File: src/rtl/sm_mult_unit_if.sv
// Operand/result handshake bundle for the sign-magnitude multiplier.
// The master drives bgn and ibus; the slave (multiplier) returns obus and fin.
interface sm_mult_unit_if;
   logic       bgn;
   logic [7:0] ibus;
   logic       fin;
   logic [7:0] obus;

   modport master (output bgn, output ibus, input fin, input obus);
   modport slave  (input bgn, input ibus, output fin, output obus);
endinterface

File: src/rtl/sm_mult_unit.sv
// Sequential 8-bit sign-magnitude fractional multiplier (add-and-shift).
// Optional macro SM_ZERO_SIGN_FIX_EN: forces a positive sign on a zero product.
module sm_mult_unit #(
   parameter int CNT_W = 3
) (
   input  logic          clk,
   input  logic          rst_b,
   sm_mult_unit_if.slave bus
);

   typedef enum logic [3:0] {
      IDLE, LDM, LDQ, TEST, ADD, SHIFT, SIGN, OUTA, OUTQ
   } state_t;

   localparam logic [CNT_W-1:0] CNT_LAST = '1;
   localparam logic [CNT_W-1:0] CNT_ONE  = 1;

   state_t           state, state_nxt;
   logic [7:0]       a_q, q_q, m_q;
   logic [CNT_W-1:0] cnt_q;
   logic             sign_bit;

   // After the loop Q[0] holds the original multiplier sign bit.
`ifdef SM_ZERO_SIGN_FIX_EN
   always_comb begin
      sign_bit = q_q[0] ^ m_q[7];
      if ({a_q[6:0], q_q[7:1]} == 14'd0)
         sign_bit = 1'b0;
   end
`else
   always_comb begin
      sign_bit = q_q[0] ^ m_q[7];
   end
`endif

   always_ff @(posedge clk or negedge rst_b) begin
      if (!rst_b)
         state <= IDLE;
      else
         state <= state_nxt;
   end

   always_comb begin
      state_nxt = state;
      case (state)
         IDLE:    if (bus.bgn) state_nxt = LDM;
         LDM:     state_nxt = LDQ;
         LDQ:     state_nxt = TEST;
         TEST: begin
            if (cnt_q == CNT_LAST)
               state_nxt = SIGN;
            else if (q_q[0])
               state_nxt = ADD;
            else
               state_nxt = SHIFT;
         end
         ADD:     state_nxt = SHIFT;
         SHIFT:   state_nxt = TEST;
         SIGN:    state_nxt = OUTA;
         OUTA:    state_nxt = OUTQ;
         OUTQ:    state_nxt = IDLE;
         default: state_nxt = IDLE;
      endcase
   end

   always_ff @(posedge clk or negedge rst_b) begin
      if (!rst_b) begin
         a_q   <= '0;
         q_q   <= '0;
         m_q   <= '0;
         cnt_q <= '0;
      end else begin
         case (state)
            LDM: begin
               m_q   <= bus.ibus;
               a_q   <= '0;
               cnt_q <= '0;
            end
            LDQ: q_q <= bus.ibus;
            ADD: a_q <= {1'b0, a_q[6:0]} + {1'b0, m_q[6:0]};
            SHIFT: begin
               a_q   <= {1'b0, a_q[7:1]};
               q_q   <= {a_q[0], q_q[7:1]};
               cnt_q <= cnt_q + CNT_ONE;
            end
            SIGN: begin
               a_q[7] <= sign_bit;
               q_q[0] <= 1'b0;
            end
            default: ;
         endcase
      end
   end

   // Result words are only visible for one cycle each; the bus idles at zero.
   always_comb begin
      bus.obus = '0;
      bus.fin  = 1'b0;
      case (state)
         OUTA: bus.obus = a_q;
         OUTQ: begin
            bus.obus = q_q;
            bus.fin  = 1'b1;
         end
         default: ;
      endcase
   end

endmodule

File: src/flat_wrapper.sv
// flat-port wrapper written by rule: the top's interface ports become plain ports
module sm_mult_unit_flat 
#(
   parameter int CNT_W = 3
)
  (clk, rst_b, bus_bgn, bus_ibus, bus_fin, bus_obus);
  sm_mult_unit_if bus_i ();
  input  logic clk;
  input  logic rst_b;
  input wire logic [$bits(bus_i.bgn)-1:0] bus_bgn;
  input wire logic [$bits(bus_i.ibus)-1:0] bus_ibus;
  output wire logic [$bits(bus_i.fin)-1:0] bus_fin;
  output wire logic [$bits(bus_i.obus)-1:0] bus_obus;
  assign bus_i.bgn = bus_bgn;
  assign bus_i.ibus = bus_ibus;
  assign bus_fin = bus_i.fin;
  assign bus_obus = bus_i.obus;
  sm_mult_unit #(.CNT_W(CNT_W)) u_core (.clk(clk), .rst_b(rst_b), .bus(bus_i));
endmodule
File: config.mk
export PLATFORM = sky130hd
export DESIGN_NAME = sm_mult_unit_flat
export DESIGN_NICKNAME = d
export VERILOG_FILES = /design/src/rtl/sm_mult_unit_if.sv /design/src/rtl/sm_mult_unit.sv /design/src/flat_wrapper.sv
export SDC_FILE = /design/constraint.sdc
export NUM_CORES = 1
export LEC_CHECK = 0
export ABC_CLOCK_PERIOD_IN_PS = 1800
export CORE_MARGIN = 2
export CORE_UTILIZATION = 30
export CTS_BUF_LIST = sky130_fd_sc_hd__clkbuf_2 sky130_fd_sc_hd__clkbuf_4 sky130_fd_sc_hd__clkbuf_8
export CTS_CLUSTER_SIZE = 24
export DETAILED_ROUTE_END_ITERATION = 8
export DONT_BUFFER_PORTS = 1
export PLACE_DENSITY = 0.45
export SYNTH_ARGS = -nofsm -noshare
export SYNTH_HDL_FRONTEND = slang
export SYNTH_SLANG_ARGS = --single-unit
export TNS_END_PERCENT = 20
File: constraint.sdc
create_clock -name clk -period 1.8 [get_ports clk]
set_input_delay 0.18 -clock clk [delete_from_list [all_inputs] [get_ports clk]]
set_output_delay 0.18 -clock clk [all_outputs]
set_load 0.01 [all_outputs]
* Yosys cells after proc, flatten, opt, wreduce, memory -nomap -nowiden *
Index checks and enable logic that the tools add are counted.

word-level totals
  memory bits (writable) = 0
  bits of input ports = 11
  output and inout bits = 9
  memories = 0
  register bits after elaboration = 31
  bits in latches = 0
  memory bits (read-only) = 0
  logic and storage cells = 39

cells by class
  magnitude comparators = 0
  shifts and indexed selects = 0
  bitwise operators = 1
  add/subtract/negate cells = 2
  equality and inequality tests = 10
  $mul = 0
  divide/modulo/power cells = 0
  reduce and logical (&&, ||, !) cells = 8
  multiplexer cells = 11

operators with widths
  operator                                                                count
  4-bit one-hot mux with 7 select lines                                   1
  7-bit one-hot mux with 3 select lines                                   1
  4-bit by 3-bit equality test with 1-bit output (second input constant)  4
  8-bit one-hot mux with 2 select lines                                   1
  7-bit one-hot mux with 2 select lines                                   1
  3-bit nonzero test                                                      3
  7-bit by 7-bit adder with 8-bit output                                  1
  4-bit by 2-bit equality test with 1-bit output (second input constant)  2
  4-bit 2-to-1 mux                                                        2
  1-bit one-hot mux with 3 select lines                                   2
  3-bit one-hot mux with 2 select lines                                   1
  4-bit by 1-bit equality test with 1-bit output (second input constant)  1
  4-bit equality test (second input constant)                             1
  4-bit zero test                                                         1
  2-bit nonzero test                                                      2
  2-bit OR reduction                                                      2
  3-bit by 1-bit adder with 3-bit output (second input constant)          1
  3-bit equality test (second input constant)                             1
  1-bit 2-to-1 mux                                                        2
  2-bit inequality test (second input constant)                           1
  1-bit bitwise XOR                                                       1

* Depth between registers and ports, before layout *
Gate-level depths: netlist of run 1.

  depth in word-level cells = 3
  mapped depth = 6
  gate-level depth less buffers = 6

* Worst setup path after synthesis of run 1 *
OpenSTA, ideal clock, no wires.

  path type = register -> register
  start point = reg u_core.a_q[0]
  end point = reg u_core.a_q[4]
  period minus slack after synthesis = 1,692 ps
  path slack = 108 ps
  buffers on the path = 0
  cell stages (with the launch flop) = 7
  data arrival time = 1,562 ps
  setup time = 130 ps
  data required time = 1,670 ps
  cells stage by stage = dfrtp_1 -> ha_1 -> fa_1 -> a21o_1 -> a21oi_1 -> xor2_1 -> o21ai_0

between the ends
  longest elaborated chain between the ends = 2

RTL lines
  item                                    line                RTL
  start: declaration                      sm_mult_unit.sv:19  logic [7:0] a_q, q_q, m_q;
  start signal: assignment                sm_mult_unit.sv:80  ADD: a_q <= {1'b0, a_q[6:0]} + {1'b0, m_q[6:0]};
  start signal: assignment                sm_mult_unit.sv:82  a_q <= {1'b0, a_q[7:1]};
  7-bit by 7-bit adder with 8-bit output  sm_mult_unit.sv:80
  7-bit one-hot mux with 3 select lines   sm_mult_unit.sv:73  case (state)

No other way between the ends.
A chain may end at the register's enable or synchronous reset.

* Final worst setup path of run 1 *
  start point = reg u_core.m_q[0]
  end point = reg u_core.a_q[4]

between the ends
  longest elaborated chain between the ends = 2

RTL lines
  item                                    line                RTL
  start: declaration                      sm_mult_unit.sv:19
  start signal: assignment                sm_mult_unit.sv:75  m_q <= bus.ibus;
  7-bit by 7-bit adder with 8-bit output  sm_mult_unit.sv:80
  7-bit one-hot mux with 3 select lines   sm_mult_unit.sv:73

No other way between the ends.

==> results.json, run 1 <==
{
  "cts.path.max_buffers": 2,
  "fin_crit_sh_pct": 97.5,
  "fin_area_um2": 2130,
  "setup_viol_count_final": 0,
  "synth_seq_cells": 31,
  "r2r_start": "u_core.m_q[0]$_DFFE_PN0P_",
  "fin_tns_setup_ps": 0,
  "maxCapViolations": 0,
  "start_util_pct": 30.5,
  "yosysMostFrequentCell": "dfrtp_1",
  "track_usage_pct": 15.1,
  "rr_worst_depth": 6,
  "layoutNonFillerInstCount": 264,
  "via_per_inst": 5.47,
  "grt_max_degree": 32,
  "worstHoldEndpoint": "u_core.q_q[2]$_DFFE_PN0P_",
  "startpoint": "u_core.m_q[0]$_DFFE_PN0P_",
  "synth_xor_area_share_pct": 1.96,
  "htreeDepth": 2,
  "io_buffers": 0,
  "fmax_mhz": 570,
  "crit_buf_inv": 0,
  "finalHoldViolations": 0,
  "ioPinCount": 20,
  "cp-start-kind": "flop",
  "final_util_pct": 36.4,
  "layout-drive-gt1-share_pct": 22.2,
  "slew_viol_final": 0,
  "synthTopCellsByArea": "dfrtp_1 43%, ha_1 6.3%, mux2_2 5.7%, a222oi_1 3.9%, a22o_1 3.9%",
  "syn2layout_area_growth_pct": 19.2,
  "dp_cells": 254,
  "synth_top_area_share_pct": 43.5,
  "yosys.area.top_type": "dfrtp_1",
  "synth_top_flop_cell": "dfrtp_1",
  "grt_pass1_wl_um": 7530,
  "synth_top_family_by_area": "compound AO/OA/AOI/OAI gates",
  "antenna_found_initial": 0,
  "synth_compound_area_share_pct": 22.0,
  "drt_iter0_markers": 156,
  "die_w_um": 81.1,
  "place_area_um2": 1940,
  "hold_path.class": "primary input to flop",
  "cellLeakagePower_uw": 0.000941,
  "synth_common_cells": "31 x dfrtp_1, 13 x o21ai_0, 11 x inv_1, 11 x nor2_1, 10 x nand2_1",
  "clkSinkCount": 31,
  "die_area_um2": 6580,
  "synthCells": 174,
  "syn_area_um2": 1780,
  "avgSynthCellArea_um2": 10.3,
  "die_y_um": 81.1,
  "synth_fa_ha_area_share_pct": 7.43,
  "fillCellCount": 587,
  "drc": 0,
  "crit_type": "flop to flop",
  "num_vias": 1443,
  "root_buffer": "clkbuf_8",
  "hp-start": "bus_ibus[2]",
  "cts_buffers": 5,
  "relSlewSlack_pct": 64.2,
  "worst_slew_pin_slew_ps": 537,
  "timing.rr.end": "u_core.a_q[4]$_DFFE_PN0P_",
  "grt_pass1_vias": 1415,
  "drtPass1Iterations": 6,
  "synth-edff-count": 0,
  "synth_nets": 195,
  "whs_ps": 22.5,
  "rsz0062_at_grt": "true",
  "cp.arrival_ps": 1920,
  "synth.distinct_cells": 40,
  "synth_mux_area_share_pct": 6.80,
  "endpoint_kind": "flop",
  "cts_tree": "done",
  "worst_path_max_delay_cell": "dfrtp_1",
  "whs_path_depth": 2,
  "crit_required_ps": 1960,
  "clock_skew_ps": 3.30,
  "synthArstFlopShare_pct": 100,
  "cpPeakStageDelay_ps": 400,
  "cpLargestDelayFamily": "adder cells",
  "gp_congestion": 0.765,
  "power.density_nw_per_um2": 1960,
  "clk_pin_slew_worst_paths_ps": 70,
  "core_area_um2": 5850,
  "placementRows": 28,
  "clkLatencyLatePin_ps": 280,
  "wl_per_cell_um": 17.9,
  "outcome": "completed",
  "layout.nets": 209,
  "dp_hpwl_um": 3450,
  "reg2reg_slack_ps": 50,
  "antenna_cells": 0,
  "routed_wl_um": 4720,
  "overflow": 0,
  "crit_chain": "ha_2 > fa_2 > a21o_1 > a21oi_1 > xor2_1 > o21ai_0",
  "seq_area_frac_synth_pct": 43.5,
  "yosysWarnings": 0,
  "min_period_ps": 1750,
  "synth-simple-area-share_pct": 13.9,
  "worstPathMaxFanout": 3,
  "antenna_left": 0,
  "irDropWorstVdd_mv": 0.711
}
[cell usage in the layout, fill, tap and decap left out, drive strengths merged, types with 3 or more instances in the layout]
| cell | n |
|---|---|
| a211oi | 3 |
| a21oi | 6 |
| a222oi | 7 |
| a22o | 8 |
| a22oi | 5 |
| buf | 14 |
| clkbuf | 5 |
| dfrtp | 31 |
| ha | 9 |
| inv | 11 |
| mux2 | 9 |
| nand2 | 10 |
| nand2b | 4 |
| nor2 | 11 |
| nor3b | 6 |
| o21ai | 15 |
[worst register-to-register path: stages, from the launching register on]
cell and delay, ps:
dfrtp_1 400, ha_2 230, fa_2 390, a21o_1 190, a21oi_1 170, xor2_1 170
o21ai_0 90
[sequential cells by signal (all words and copies together), names as in the netlist]
| signal | flops |
|---|---|
| u_core.a_q | 8 |
| u_core.cnt_q | 3 |
| u_core.m_q | 8 |
| u_core.q_q | 8 |
| u_core.state | 4 |
[stage by stage]
step           total power, µW  setup slack, ps
2_1_floorplan             2660              108
3_3_place_gp              3210            -72.7
3_5_place_dp              3260             -123
4_1_cts                   4160             1.63
5_1_grt                   4480            -21.5
6_report                  4180             45.5
[what timing repair did]
item                                    CTS  global route
setup buffers                             0             0
hold endpoints to repair                 31             0
hold buffers                              2             0
resized for setup                         4             5
pin swaps                                 0             1
endpoints found under the setup margin   10            23
[how the worst max path moves through the flow]
stage                                           end  slack, ps  depth (start not counted)
final                     u_core.a_q[4]$_DFFE_PN0P_         50                          6
after global routing                    bus_obus[6]        -20                          4
after CTS                               bus_obus[6]          2                          3
after detailed placement  u_core.a_q[6]$_DFFE_PN0P_       -120                          6
after global placement    u_core.a_q[6]$_DFFE_PN0P_        -70                          6
after floorplan           u_core.a_q[4]$_DFFE_PN0P_        110                          6
[cell type report]
type | count | area, µm² | share of cell area [%]
multi-input cells | 124 | 950 | 44.6
flip-flops and latches | 31 | 778 | 36.6
repair buffers | 15 | 128 | 6.00
well taps | 75 | 93.8 | 4.41
clock buffers | 5 | 68.8 | 3.24
clock inverters | 3 | 67.6 | 3.18
inverters | 11 | 41.3 | 1.94
[cell families (layout without fill, tap and decap cells)]
kind of cell             count (synthesis)  count (layout)
AO/OA/AOI/OAI                           55              55
AND/OR/NAND/NOR                         44              44
multiplexers                            11              11
buffers and inverters                   19              34
flip-flops                              31              31
XOR/XNOR                                 4               4
adder cells (fa/ha/maj)                 10              10
[power breakdown]
part | switching [µW] | internal (µW) | total (µW) | leakage, µW
clock | 281 | 552 | 834 | 0.0000644
sequential | 337 | 1020 | 1360 | 0.000388
combinational | 1050 | 942 | 1990 | 0.000489
[metal layers]
| metal | part of all wire (%) | up-vias | global-route usage, % | routed length (µm) |
|---|---|---|---|---|
| met2 | 48 | 36 | 24.1 | 2290 |
| met5 | 0 | - | 0 | 0 |
| met4 | 0.68 | 0 | 3.73 | 32 |
| met3 | 5.2 | 4 | 3.89 | 245 |
| met1 | 46 | 723 | 20.4 | 2160 |
| li1 | - | 680 | - | - |
No activity file was read; power rests on OpenSTA's default activity.
==> inputs of run 2 (changes only) <==
--- a/config.mk
+++ b/config.mk
@@ -12,7 +12,9 @@
 export CTS_CLUSTER_SIZE = 24
 export DETAILED_ROUTE_END_ITERATION = 8
 export DONT_BUFFER_PORTS = 1
+export HOLD_SLACK_MARGIN = 0.03
 export PLACE_DENSITY = 0.45
+export REMOVE_ABC_BUFFERS = 1
 export SYNTH_ARGS = -nofsm -noshare
 export SYNTH_HDL_FRONTEND = slang
 export SYNTH_SLANG_ARGS = --single-unit
==> results.json, run 2 (synthesis gave the netlist of run 1 again) <==
{
  "place_area_um2": 1950,
  "core_area_um2": 5850,
  "maxCapViolations": 0,
  "antenna_found_initial": 0,
  "overflow": 0,
  "setup_viol_count_final": 0,
  "largestRegisters": "u_core.a_q (8), u_core.m_q (8), u_core.q_q (8)",
  "die_area_um2": 6580,
  "placementRows": 28,
  "fillCellCount": 605,
  "min_period_ps": 1760,
  "routed_wl_um": 4950,
  "final_cell_mix": "29 x dfrtp_1, 15 x buf_4, 12 x o21ai_0",
  "num_vias": 1475,
  "via_per_inst": 5.44,
  "drc": 0,
  "mostFrequentLayoutCell": "dfrtp_1",
  "clkLatencyLatePin_ps": 280,
  "grt_pass1_wl_um": 8160,
  "start_util_pct": 30.5,
  "dp_hpwl_um": 3570,
  "hold_path.class": "primary input to flop",
  "cts_tree": "done",
  "antenna_cells": 0,
  "cpPeakStageDelay_ps": 440,
  "rsz0062_at_grt": "true",
  "clkSinkCount": 31,
  "multi_input_area_um2": 967,
  "total_power_uw": 4070,
  "drtPass1Iterations": 6,
  "fmax_mhz": 567,
  "layout.nets": 216,
  "grt_pass1_vias": 1557,
  "worstPathMaxFanout": 10,
  "root_buffer": "clkbuf_8",
  "htreeDepth": 2,
  "grt_max_degree": 32,
  "clock_skew_ps": 4.10,
  "gp_congestion": 0.838,
  "cellLeakagePower_uw": 0.000970,
  "slew_viol_final": 0,
  "worst_slew_pin_slew_ps": 610,
  "wl_per_cell_um": 18.2,
  "fin_tns_setup_ps": 0,
  "layout-drive-gt1-share_pct": 23.5,
  "crit_type": "flop to primary output",
  "drt_iter0_markers": 197,
  "outcome": "completed",
  "regArea_um2": 778,
  "irDropWorstVdd_mv": 0.938,
  "cp-start-kind": "flop",
  "cts.path.max_buffers": 2,
  "cts_buffers": 5,
  "die_y_um": 81.1,
  "power.density_nw_per_um2": 1870,
  "antenna_left": 0,
  "crit_required_ps": 1620,
  "reg2reg_slack_ps": 100,
  "track_usage_pct": 16.7,
  "finalHoldViolations": 0,
  "die_w_um": 81.1,
  "cp.arrival_ps": 1580,
  "fin_area_um2": 2180,
  "syn2layout_area_growth_pct": 22.1,
  "worst_path_max_delay_cell": "dfrtp_1",
  "relSlewSlack_pct": 59.0,
  "crit_chain": "buf_6 > nor2_1 > and3_4 > a22o_1",
  "clk_pin_slew_worst_paths_ps": 70,
  "final_util_pct": 37.2,
  "fin_crit_sh_pct": 98.0,
  "endpoint_kind": "primary output",
  "io_buffers": 0,
  "ioPinCount": 20
}
==> run 2: cell types whose count changed in the layout (fill, tap and decap cells not counted), moves of 2 or more <==
cell,change
clkbuf_8,+2
dlygate4sd3_1,+4
bufinv_16,-2
ha_2,-2
buf_4,+2
==> run 2: timing repair <==
action                                  4_1_cts  5_1_grt
endpoints found under the setup margin       12       23
hold buffers                                  5        1
gates resized for setup                       4        9
gates cloned                                  0        0
buffers inserted                              0        1
pin swaps                                     0        6
endpoints found under the hold margin        34        1
==> run 2: worst paths after layout <==
path / startpoint / to / cells after the start
max: u_core.state[0]$_DFFE_PN0P_ / bus_obus[7] / 4
min: bus_ibus[2] / u_core.m_q[2]$_DFFE_PN0P_ / 1
max reg2reg: u_core.m_q[0]$_DFFE_PN0P_ / u_core.a_q[4]$_DFFE_PN0P_ / 6
min reg2reg: u_core.cnt_q[2]$_DFFE_PN0P_ / u_core.cnt_q[2]$_DFFE_PN0P_ / 2
max in group asynchronous: rst_b / u_core.state[3]$_DFFE_PN0P_ / 2
min in group asynchronous: rst_b / u_core.q_q[0]$_DFFE_PN0N_ / 2
==> run 2: final cells by class <==
class	count	area share, %
flip-flops and latches	31	35.7
clock buffers	8	4.77
multi-input cells	124	44.4
inverters	11	1.90
repair buffers	22	8.90
well taps	75	4.31
==> run 2: metal layers <==
layer / GRT usage [%] / part of all wire [%]
met1: 20.8 / 45
met2: 27.1 / 49
met3: 4.56 / 3.6
met4: 7.12 / 2.2
met5: 0 / 0
==> run 2: per-stage QoR <==
step	setup WS (ps)	hold slack, ps	std cells
after floorplan	108	-116	166
after global placement	-56.7	-115	256
after CTS	2.84	30.1	269
final	35.8	41.3	271
after global routing	-17.8	34.2	271
after detailed placement	-61.6	-115	256
==> run 2: power by group <==
group	total, µW	switching, µW	internal, µW
combinational	2090	1100	990
sequential	1350	332	1020
clock	630	266	364
==> run 2: worst max-delay path: cells and delay by family (launching register included) <==
| family | cells | cell delay, ps |
|---|---|---|
| and+or+nand+nor | 2 | 450 |
| DFF | 1 | 440 |
| buffers and inverters | 1 | 170 |
| AOI/OAI and AO/OA | 1 | 240 |
